File: src/rtl/mem_stage_pkg.sv
// Shared types and funct3 decode helpers for the memory-stage controller.
package mem_stage_pkg;

  typedef enum logic [1:0] {IDLE, REQ, RSP, DONE} state_e;

  localparam logic [2:0] F3_B  = 3'b000;
  localparam logic [2:0] F3_H  = 3'b001;
  localparam logic [2:0] F3_W  = 3'b010;
  localparam logic [2:0] F3_D  = 3'b011;
  localparam logic [2:0] F3_BU = 3'b100;
  localparam logic [2:0] F3_HU = 3'b101;
  localparam logic [2:0] F3_WU = 3'b110;

  function automatic int unsigned size_bytes(input logic [2:0] funct3);
    return 32'd1 << funct3[1:0];
  endfunction

  // Load-side legality; stores additionally reject funct3[2]=1 at the call site.
  function automatic logic is_legal(input logic [2:0] funct3, input int unsigned dw);
    case (funct3)
      F3_B, F3_H, F3_W, F3_BU, F3_HU: return 1'b1;
      F3_D, F3_WU:                    return dw == 64;
      default:                        return 1'b0;
    endcase
  endfunction

endpackage

File: src/rtl/load_align_ext.sv
// Shifts a full-width read response down to the addressed lane and extends it per funct3.
module load_align_ext
  import mem_stage_pkg::*;
#(
  parameter int unsigned DATA_WIDTH = 32
) (
  input  logic [DATA_WIDTH-1:0]              rsp_data_i,
  input  logic [$clog2(DATA_WIDTH/8)-1:0]    offset_i,
  input  logic [2:0]                         funct3_i,
  output logic [DATA_WIDTH-1:0]              result_o
);

  logic [DATA_WIDTH-1:0] shifted;

  always_comb begin
    shifted  = rsp_data_i >> {offset_i, 3'b000};
    result_o = shifted;
    case (funct3_i)
      F3_B:    result_o = DATA_WIDTH'($signed(shifted[7:0]));
      F3_H:    result_o = DATA_WIDTH'($signed(shifted[15:0]));
      F3_W:    result_o = DATA_WIDTH'($signed(shifted[31:0]));
      F3_BU:   result_o = DATA_WIDTH'(shifted[7:0]);
      F3_HU:   result_o = DATA_WIDTH'(shifted[15:0]);
      F3_WU:   result_o = DATA_WIDTH'(shifted[31:0]);
      default: result_o = shifted;
    endcase
  end

endmodule

File: src/rtl/mem_stage_ctrl.sv
// Memory-stage controller: valid/ready memory port with lanes, extension, fault and timeout.
// Optional perf counters enabled by defining MEM_STAGE_PERF_EN.
module mem_stage_ctrl
  import mem_stage_pkg::*;
#(
  parameter int unsigned DATA_WIDTH     = 32,
  parameter int unsigned ADDR_WIDTH     = 32,
  parameter int unsigned TIMEOUT_CYCLES = 1023
) (
  input  logic                    i_clk,
  input  logic                    i_reset,
  input  logic                    i_req_valid,
  input  logic                    i_req_wr,
  input  logic [2:0]              i_req_funct3,
  input  logic [ADDR_WIDTH-1:0]   i_addr,
  input  logic [DATA_WIDTH-1:0]   i_wr_data,
  output logic                    o_stall,
  output logic [DATA_WIDTH-1:0]   o_rd_data,
  output logic                    o_done,
  output logic                    o_fault,
  output logic                    o_timeout,
  output logic                    o_mem_req_valid,
  input  logic                    i_mem_req_ready,
  output logic [ADDR_WIDTH-1:0]   o_mem_addr,
  output logic                    o_mem_wr_en,
  output logic [DATA_WIDTH-1:0]   o_mem_wr_data,
  output logic [DATA_WIDTH/8-1:0] o_mem_byte_en,
  input  logic                    i_mem_rsp_valid,
`ifdef MEM_STAGE_PERF_EN
  output logic [31:0]             o_perf_access_cnt,
  output logic [31:0]             o_perf_stall_cnt,
`endif
  input  logic [DATA_WIDTH-1:0]   i_mem_rsp_data
);

  localparam int unsigned NB   = DATA_WIDTH / 8;
  localparam int unsigned OFFW = $clog2(NB);
  localparam int unsigned CW   = $clog2(TIMEOUT_CYCLES + 1);

  state_e                state_q, state_d;
  logic [ADDR_WIDTH-1:0] addr_q, addr_d;
  logic [DATA_WIDTH-1:0] wdata_q, wdata_d, rd_q, rd_d, rsp_ext;
  logic [NB-1:0]         be_q, be_d;
  logic [OFFW-1:0]       off_q, off_d, req_off;
  logic [2:0]            f3_q, f3_d;
  logic                  wr_q, wr_d, fault_q, fault_d, to_q, to_d;
  logic [CW-1:0]         cnt_q, cnt_d;
  logic                  last_cycle;
  int unsigned           req_bytes;
  logic                  req_fault;

  always_comb begin
    req_off   = i_addr[OFFW-1:0];
    req_bytes = size_bytes(i_req_funct3);
    req_fault = !is_legal(i_req_funct3, DATA_WIDTH) || (i_req_wr && i_req_funct3[2]) ||
                ((32'(req_off) & (req_bytes - 32'd1)) != 32'd0);
  end

  assign last_cycle = (cnt_q == CW'(TIMEOUT_CYCLES - 1));

  load_align_ext #(.DATA_WIDTH(DATA_WIDTH)) u_align (
    .rsp_data_i (i_mem_rsp_data),
    .offset_i   (off_q),
    .funct3_i   (f3_q),
    .result_o   (rsp_ext)
  );

  always_comb begin
    state_d = state_q;
    addr_d  = addr_q;
    wdata_d = wdata_q;
    be_d    = be_q;
    off_d   = off_q;
    f3_d    = f3_q;
    wr_d    = wr_q;
    fault_d = fault_q;
    to_d    = to_q;
    rd_d    = rd_q;
    cnt_d   = cnt_q;
    case (state_q)
      IDLE: if (i_req_valid) begin
        addr_d  = i_addr & ~ADDR_WIDTH'(NB - 1);
        wdata_d = i_wr_data << {req_off, 3'b000};
        be_d    = NB'((32'd1 << req_bytes) - 32'd1) << req_off;
        off_d   = req_off;
        f3_d    = i_req_funct3;
        wr_d    = i_req_wr;
        fault_d = req_fault;
        to_d    = 1'b0;
        rd_d    = '0;
        cnt_d   = '0;
        state_d = req_fault ? DONE : REQ;
      end
      // A load accepted on the final budgeted cycle still times out: its response could not arrive in budget.
      REQ: begin
        if (i_mem_req_ready && wr_q) begin
          state_d = DONE;
        end else if (last_cycle) begin
          to_d    = 1'b1;
          state_d = DONE;
        end else begin
          cnt_d = cnt_q + 1'b1;
          if (i_mem_req_ready) state_d = RSP;
        end
      end
      RSP: begin
        if (i_mem_rsp_valid) begin
          rd_d    = rsp_ext;
          state_d = DONE;
        end else if (last_cycle) begin
          to_d    = 1'b1;
          state_d = DONE;
        end else begin
          cnt_d = cnt_q + 1'b1;
        end
      end
      default: state_d = IDLE;
    endcase
  end

  always_ff @(posedge i_clk or posedge i_reset) begin
    if (i_reset) begin
      state_q <= IDLE;
      addr_q  <= '0;
      wdata_q <= '0;
      be_q    <= '0;
      off_q   <= '0;
      f3_q    <= '0;
      wr_q    <= 1'b0;
      fault_q <= 1'b0;
      to_q    <= 1'b0;
      rd_q    <= '0;
      cnt_q   <= '0;
    end else begin
      state_q <= state_d;
      addr_q  <= addr_d;
      wdata_q <= wdata_d;
      be_q    <= be_d;
      off_q   <= off_d;
      f3_q    <= f3_d;
      wr_q    <= wr_d;
      fault_q <= fault_d;
      to_q    <= to_d;
      rd_q    <= rd_d;
      cnt_q   <= cnt_d;
    end
  end

  assign o_stall         = (state_q == IDLE && i_req_valid) || state_q == REQ || state_q == RSP;
  assign o_done          = (state_q == DONE);
  assign o_fault         = o_done && fault_q;
  assign o_timeout       = o_done && to_q;
  assign o_rd_data       = o_done ? rd_q : '0;
  assign o_mem_req_valid = (state_q == REQ);
  assign o_mem_addr      = o_mem_req_valid ? addr_q : '0;
  assign o_mem_wr_en     = o_mem_req_valid && wr_q;
  assign o_mem_wr_data   = o_mem_req_valid ? wdata_q : '0;
  assign o_mem_byte_en   = o_mem_req_valid ? be_q : '0;

`ifdef MEM_STAGE_PERF_EN
  logic [31:0] acc_cnt_q, stall_cnt_q;

  always_ff @(posedge i_clk or posedge i_reset) begin
    if (i_reset) begin
      acc_cnt_q   <= '0;
      stall_cnt_q <= '0;
    end else begin
      if (o_done && acc_cnt_q != '1)    acc_cnt_q   <= acc_cnt_q + 32'd1;
      if (o_stall && stall_cnt_q != '1) stall_cnt_q <= stall_cnt_q + 32'd1;
    end
  end

  assign o_perf_access_cnt = acc_cnt_q;
  assign o_perf_stall_cnt  = stall_cnt_q;
`endif

endmodule

File: config.mk
export PLATFORM = sky130hd
export DESIGN_NAME = mem_stage_ctrl
export DESIGN_NICKNAME = d
export VERILOG_FILES = /design/src/rtl/mem_stage_pkg.sv /design/src/rtl/load_align_ext.sv /design/src/rtl/mem_stage_ctrl.sv
export SDC_FILE = /design/constraint.sdc
export NUM_CORES = 1
export LEC_CHECK = 0
export ABC_AREA = 0
export CAP_MARGIN = 20
export CORE_MARGIN = 4
export CORE_UTILIZATION = 47
export DETAILED_ROUTE_END_ITERATION = 10
export PLACE_DENSITY = 0.86
export SYNTH_ARGS = -nofsm -noshare
export SYNTH_HDL_FRONTEND = slang
export SYNTH_SLANG_ARGS = --single-unit
File: constraint.sdc
create_clock -name i_clk -period 5.5 [get_ports i_clk]
set_input_delay 1.65 -clock i_clk [delete_from_list [all_inputs] [get_ports i_clk]]
set_output_delay 1.65 -clock i_clk [all_outputs]
set_load 0.005 [all_outputs]
=== Word level (Yosys, flattened, before mapping) ===
Index checks and enable logic that the tools add are counted.
W data, S select, Z words.

* Register bits: 118
* Input port bits: 105
* Logic and storage cells: 86

* Add/subtract/negate cells: 3
* Eq/ne operators: 17
* Shifts and indexed selects: 5
* Muxes and demuxes: 27
* Bitwise operators: 1
* Reduce and logical (&&, ||, !) cells: 22

{| class="wikitable"
|+ Operator list
! cell !! count
|-
| $mux W32 || 5
|-
| $pmux W32 S4 || 1
|-
| $pmux W32 S2 || 1
|-
| $mux W10 || 4
|-
| $and A2 B32 Y32 || 1
|-
| $reduce_bool A32 Y1 || 1
|-
| $shl A1 B2 Y32 const A || 1
|-
| $shl A1 B32 Y4 const A || 1
|-
| $shl A32 B5 Y32 || 1
|-
| $shr A32 B5 Y32 || 1
|-
| $sub A32 B1 Y32 const B || 1
|-
| $pmux W10 S3 || 1
|-
| $mux W2 || 7
|-
| $eq A3 B3 Y1 const B || 4
|-
| $add A10 B1 Y10 const B || 1
|-
| $eq A10 B10 Y1 const B || 1
|-
| $ne A2 B2 Y1 const B || 4
|-
| $eq A3 B1 Y1 const B || 2
|-
| $logic_and A1 B1 Y1 || 6
|-
| $logic_not A3 Y1 || 2
|-
| $pmux W2 S3 || 1
|-
| $reduce_and A3 Y1 || 2
|-
| $mux W1 || 5
|-
| $reduce_or A5 Y1 || 1
|-
| 16 further kinds || 20
|}

=== Longest topological paths before layout ===
Gate-level depths: netlist of run 1.

* Word-level depth: 9
* Gate-level depth with buffers: 8

=== Modules after synthesis ===
Synthesis of run 1 repeated with hierarchy kept, for this count alone.

* Cell total of the unflattened synthesis: 644
* Area, all modules: 6543.8 sq um

{| class="wikitable"
|+ By module, submodules not included
! module !! times used !! cells each !! area an instance (sq um) !! sequential area each (sq um)
|-
| mem_stage_ctrl || 1 || 537 || 5849.4 || 2952.8
|-
| load_align_ext || 1 || 107 || 694.4 || 0.0
|}

=== Worst setup path before layout of run 1 ===
No wires, ideal clock.

* Path type: input port to output port
* From: in i_req_valid
* To: out o_stall
* Arrival: 2491 ps
* Data required time: 3850 ps
* Path slack: 1359 ps
* Stages: 4
* Path through: nand2_1 > buf_1 > clkbuf_1 > nand2_1

* Longest elaborated chain between the ends: 3

{| class="wikitable"
|+ Ends and longest elaborated chain
! item !! RTL line !! RTL
|-
| from (decl) || mem_stage_ctrl.sv:12 || <nowiki>input logic i_req_valid,</nowiki>
|-
| $logic_and A1 B1 Y1 || mem_stage_ctrl.sv:149 || <nowiki>assign o_stall = (state_q == IDLE && i_req_valid) || state_q == REQ || state_q == RSP;</nowiki>
|-
| $logic_or A1 B1 Y1 (2 in series) || mem_stage_ctrl.sv:149 ||
|-
| to (decl) || mem_stage_ctrl.sv:17 || <nowiki>output logic o_stall,</nowiki>
|}

Every way passes these cells.

=== Final worst setup path of run 1 ===
Same ends and word-level chain as after synthesis.

==> run metrics, run 1 <==
Synth Warn # 0; first-pass GRT wire length 31810 um; GRT Total Usage 0.2497; Resize count post-CTS 0; DRT antenna net count 0; drt pass-1 iters 5; TNS Setup 0 ps; Psw 0.001561 W; CTS root buf clkbuf_16; P_int 0.003010 W; most numerous cell on the critical path clkdlybuf4s50_1; row cnt 42; total power 0.004570 W; Critical path origin i_req_valid; # hold bufs at CTS 0; postcts setup bufs 0; Post-DP HPWL 13600 um; cell area after synthesis 0.006427 mm^2; CP Buf/Inv Count 2; synth unique cells 51; Flop pwr share 0.328; vias in the first global route 6125; Antenna Cells 0; Remaining Overflow, GRT 0; CTS buffer count 17; chip height 124.9 um; crit path time final 4575 ps; DIE WIDTH 124.9 um; PortBufs 208; WL final 19450 um; Primary FF master, synth dfrtp_1; initial antenna violation count 0; DR vias 5739; crit path kind in -> out; # nets final 942; Synth async-reset ratio 1.000; core area 0.01330 mm^2; CP Cell Sequence clkdlybuf4s50_1 > nand2_4 > nand2_1 > clkdlybuf4s50_1; Fillers 911; routed length per instance 19.13 um; VDD IR max 0.0002947 V; share of layout cells above drive strength 1 0.1296; Clock Pin Slew Worst Setup and Hold Paths 50 ps; Die ar. 0.01561 mm^2; Max Fclk 0.2186 GHz; cell family with most CP delay buffers and inverters; Final Cycle Share 0.8317; slowest CP cell clkdlybuf4s50_1; max_cap viols 0; RePlAce Congestion 0.8919; power per cell area 491.3 mW/mm^2; vias per cell 5.643; status complete, no violations; leakage power 3.965 nW; Crit Path Max Fanout 4; min-delay src wdata_q[10]; crit path capture type primary output; Worst Max-Slew Pin Slew 956.0 ps; Clk network pwr share 0.235; slew margin rel. 0.3627; Clock Sinks 118; most frequent cells in the layout clkdlybuf4s50_1, dfrtp_1, and2_1; Iter 0 DRT Violations 486; io pins 211; RSZ-0062 raised after global routing no; clk buf depth 2; Comb power frac 0.437; Syn Inst Count 637; Max Transition Viols Final 0; Synth Register Bits 118; Residual DRC 0; htree depth 4; commonest non-fill, non-tap cell in the layout clkdlybuf4s50_1; final setup vio count 0; Layout area overhead 44.73%; reg-to-reg startpoint state_q[0]; clock latency on the worst-skew pair 410 ps; number of synthesized flops with an enable pin 0; CTS tree built; sw frac 0.3415; Seq/Total Area, Yosys 0.4594; largest net degree at the start of global routing 87; Worst Path Arrival 2920 ps; Initial Util 0.4834; Startpoint Class input pin; Synth Area per Inst 10.09 um^2; slowest stage delay, CP 620 ps; final clock skew 6.410 ps; Req. time, crit path 3850 ps; final hold vios 0; HP Class reg -> reg
-- logic make-up after synthesis --
kind of cell / count (synthesis) / synth area share
compound gates: 137 / 0.1409
fa+ha+maj: 7 / 0.01363
buf+inv: 57 / 0.03835
flops: 118 / 0.4594
mux: 86 / 0.1462
other cells: 1 / 0.0005834
simple gates: 231 / 0.2009
-- registers in the layout, summed over array words and instances, names as in the netlist, 2 cells and up --
register / cells
off_q: 2
wdata_q: 32
f3_q: 3
addr_q: 30
be_q: 4
state_q: 2
rd_q: 32
cnt_q: 10
-- synth_stat cells (all sizes together), types with 2 or more instances --
library cell    n  area share
nand2b          4      0.0039
a22o            8       0.011
ha              7       0.014
nor3            6      0.0062
mux2           53       0.093
o21ai          37       0.029
o31ai           2      0.0023
or4             5      0.0064
o2bb2ai         8       0.011
nand4           2      0.0029
a21oi          39       0.030
a211oi          9       0.011
dfrtp         118        0.46
nor2b          13       0.014
o211ai          4      0.0047
mux2i          32       0.050
buf            21       0.017
o22ai           3      0.0029
clkbuf         27       0.016
a221o          17       0.026
a21o            2      0.0023
nand2          53       0.031
nor2           26       0.016
and2          102       0.099
inv             9      0.0053
nand3          11       0.011
o311ai          2      0.0027
or3             3      0.0029
-- through the flow --
| step | hold slack (ps) | setup WS (ps) | std cells | area, um^2 | util |
|---|---|---|---|---|---|
| CTS | 473.9 | 915.7 | 1012 | 9173 | 0.6899 |
| global placement | 454.9 | 969.4 | 982 | 8600 | 0.6468 |
| detailed placement | 461.7 | 916.4 | 982 | 8600 | 0.6468 |
| finish | 468.3 | 925.4 | 1017 | 9303 | 0.6997 |
| floorplan | 440.2 | 720.9 | 638 | 6431 | - |
| global route | 495.1 | 907.2 | 1017 | 9303 | 0.6997 |
-- worst paths after layout --
path / endpoint / slack (ps) / cells past startpoint
max: o_stall / 930 / 4
min: wdata_q[10] / 470 / 2
max reg2reg: cnt_q[5] / 3070 / 6
min reg2reg: wdata_q[10] / 470 / 2
max in group asynchronous: wdata_q[10] / 3030 / 4
min in group asynchronous: addr_q[27] / 1550 / 2
-- layout make-up --
type                       instances  area [um^2]  area share
multi-input combinational        463         3248      0.3492
clock buffer                      21        470.5     0.05057
tap                              176        220.2     0.02367
sequential                       118         2953      0.3174
timing repair buffer             221         2272      0.2443
clock inverter                     9        102.6     0.01103
inverter                           9        36.28    0.003900
-- power groups by stage --
stage	combinational (W)	clock (W)	sequential, W
final	0.00200	0.00107	0.00150
after global routing	0.00218	0.00113	0.00155
after CTS	0.00188	0.00109	0.00152
after detailed placement	0.00185	0	0.00152
after global placement	0.00179	0	0.00150
after floorplan	0.00120	0	0.00139
-- worst register-to-register path: stages, from the launching register on --
cell     delay, ps
dfrtp_1        390
inv_1           80
ha_1           530
inv_1          170
or4_4          600
or4_1          500
nand3_1        100
-- per-layer routing --
layer / global-route usage / part of all wire / routed length [um] / vias to the layer above
met2: 0.4195 / 0.49 / 9547 / 288
met3: 0.09126 / 0.092 / 1797 / 41
met4: 0.1008 / 0.024 / 475 / 0
met5: 0 / 0 / 0 / -
li1: - / - / - / 2628
met1: 0.2916 / 0.39 / 7631 / 2782
Note: power is estimated with default switching activity, not from simulation.
==> run 2: changes to the inputs <==
- clock period: 5.5 -> 4.8 ns (I/O delays scaled with it)
==> run metrics, run 2 (synthesis gave the netlist of run 1 again) <==
# hold bufs at CTS 0; RePlAce Congestion 0.8885; first-pass GRT wire length 31530 um; Crit Path Max Fanout 4; row cnt 42; Max Transition Viols Final 0; crit path kind in -> out; VDD IR max 0.0003347 V; Placed Cells 980; Residual DRC 0; Fillers 924; vias per cell 5.628; Remaining Overflow, GRT 0; Comb power frac 0.426; CTS tree built; Startpoint Class input pin; io pins 211; DIE WIDTH 124.9 um; Layout area overhead 44.21%; postcts setup bufs 0; Psw 0.001795 W; power per cell area 567.0 mW/mm^2; initial antenna violation count 0; core area 0.01330 mm^2; HP Class reg -> reg; # nets final 939; crit path capture type primary output; final clock skew 7.106 ps; Resize count post-CTS 0; multi-input logic area 0.003248 mm^2; DRT antenna net count 0; Clk network pwr share 0.245; htree depth 4; Final Cycle Share 0.8632; Post-DP HPWL 13480 um; CTS root buf clkbuf_16; commonest non-fill, non-tap cell in the layout clkdlybuf4s50_1; chip height 124.9 um; drt pass-1 iters 6; vias in the first global route 6063; post-layout util 0.6972; GRT Total Usage 0.2487; status complete, no violations; CTS buffer count 17; Die ar. 0.01561 mm^2; Req. time, crit path 3360 ps; most frequent cells in the layout clkdlybuf4s50_1, dfrtp_1, and2_1; Worst Path Arrival 2700 ps; RSZ-0062 raised after global routing no; Clock Sinks 118; Worst Max-Slew Pin Slew 939.3 ps; PortBufs 208; biggest registers after layout rd_q (32), wdata_q (32), addr_q (30); WL final 19510 um; clk buf depth 2; share of layout cells above drive strength 1 0.1262; routed length per instance 19.19 um; leakage power 3.954 nW; largest net degree at the start of global routing 87; slew margin rel. 0.3738; Initial Util 0.4834; Non-Filler Instances 1017; P_int 0.003460 W; total power 0.005255 W; WHS 470.2 ps; clock latency on the worst-skew pair 420 ps; DR vias 5724; final setup vio count 0; sw frac 0.3415; Iter 0 DRT Violations 485; Clock Pin Slew Worst Setup and Hold Paths 50 ps; TNS Setup 0 ps; final hold vios 0; Max Fclk 0.2413 GHz; max_cap viols 0; register area 0.002953 mm^2; Flop pwr share 0.329; crit path time final 4143 ps
-- run 2: changes by cell type in the layout (fill, tap and decap cells not counted), sizes merged --
cell | before | now
buf | 13 | 10
bufinv | 2 | 3
clkbuf | 21 | 22
clkinv | 4 | 6
clkinvlp | 3 | 1
diode | 0 | 1
-- run 2: power by group through the flow --
stage	combinational [W]	sequential, W	clock, W
floorplan	0.00138	0.00160	0
global placement	0.00203	0.00173	0
detailed placement	0.00210	0.00176	0
CTS	0.00213	0.00176	0.00130
global route	0.00244	0.00178	0.00136
finish	0.00224	0.00173	0.00129
-- run 2: routing by layer --
| metal | vias up | global-route usage | wire length [um] |
|---|---|---|---|
| li1 | 2620 | - | - |
| met1 | 2783 | 0.2939 | 7560 |
| met2 | 288 | 0.4208 | 9775 |
| met3 | 33 | 0.09765 | 1868 |
| met4 | 0 | 0.07653 | 309 |
| met5 | - | 0 | 0 |
-- run 2: layout make-up --
cell class / instances / area share
sequential: 118 / 0.3186
antenna: 1 / 0.0002700
tap: 176 / 0.02376
timing repair buffer: 218 / 0.2392
inverter: 9 / 0.003915
clock inverter: 10 / 0.01377
clock buffer: 22 / 0.05008
multi-input combinational: 463 / 0.3504
-- run 2: final timing paths --
check	depth (start not counted)	slack, ps	startpoint	to
worst max-delay path	4	660	i_req_valid	o_stall
min in group asynchronous	2	1500	i_reset	rd_q[10]
worst max register to register	6	2370	state_q[0]	cnt_q[3]
worst min-delay path	2	470	be_q[2]	be_q[2]
worst min register to register	2	470	be_q[2]	be_q[2]
max in group asynchronous	3	2510	i_reset	addr_q[21]
-- run 2: worst max-delay path, stage by stage --
cell and delay [ps]:
clkdlybuf4s50_1 620, nand2_4 70, nand2_1 70, clkdlybuf4s50_1 500
-- run 2: per-stage QoR --
step | area [um^2] | setup WS (ps)
finish | 9269 | 656.6
global route | 9266 | 616.0
CTS | 9189 | 645.1
detailed placement | 8597 | 660.6
global placement | 8597 | 681.5
floorplan | 6431 | 230.9
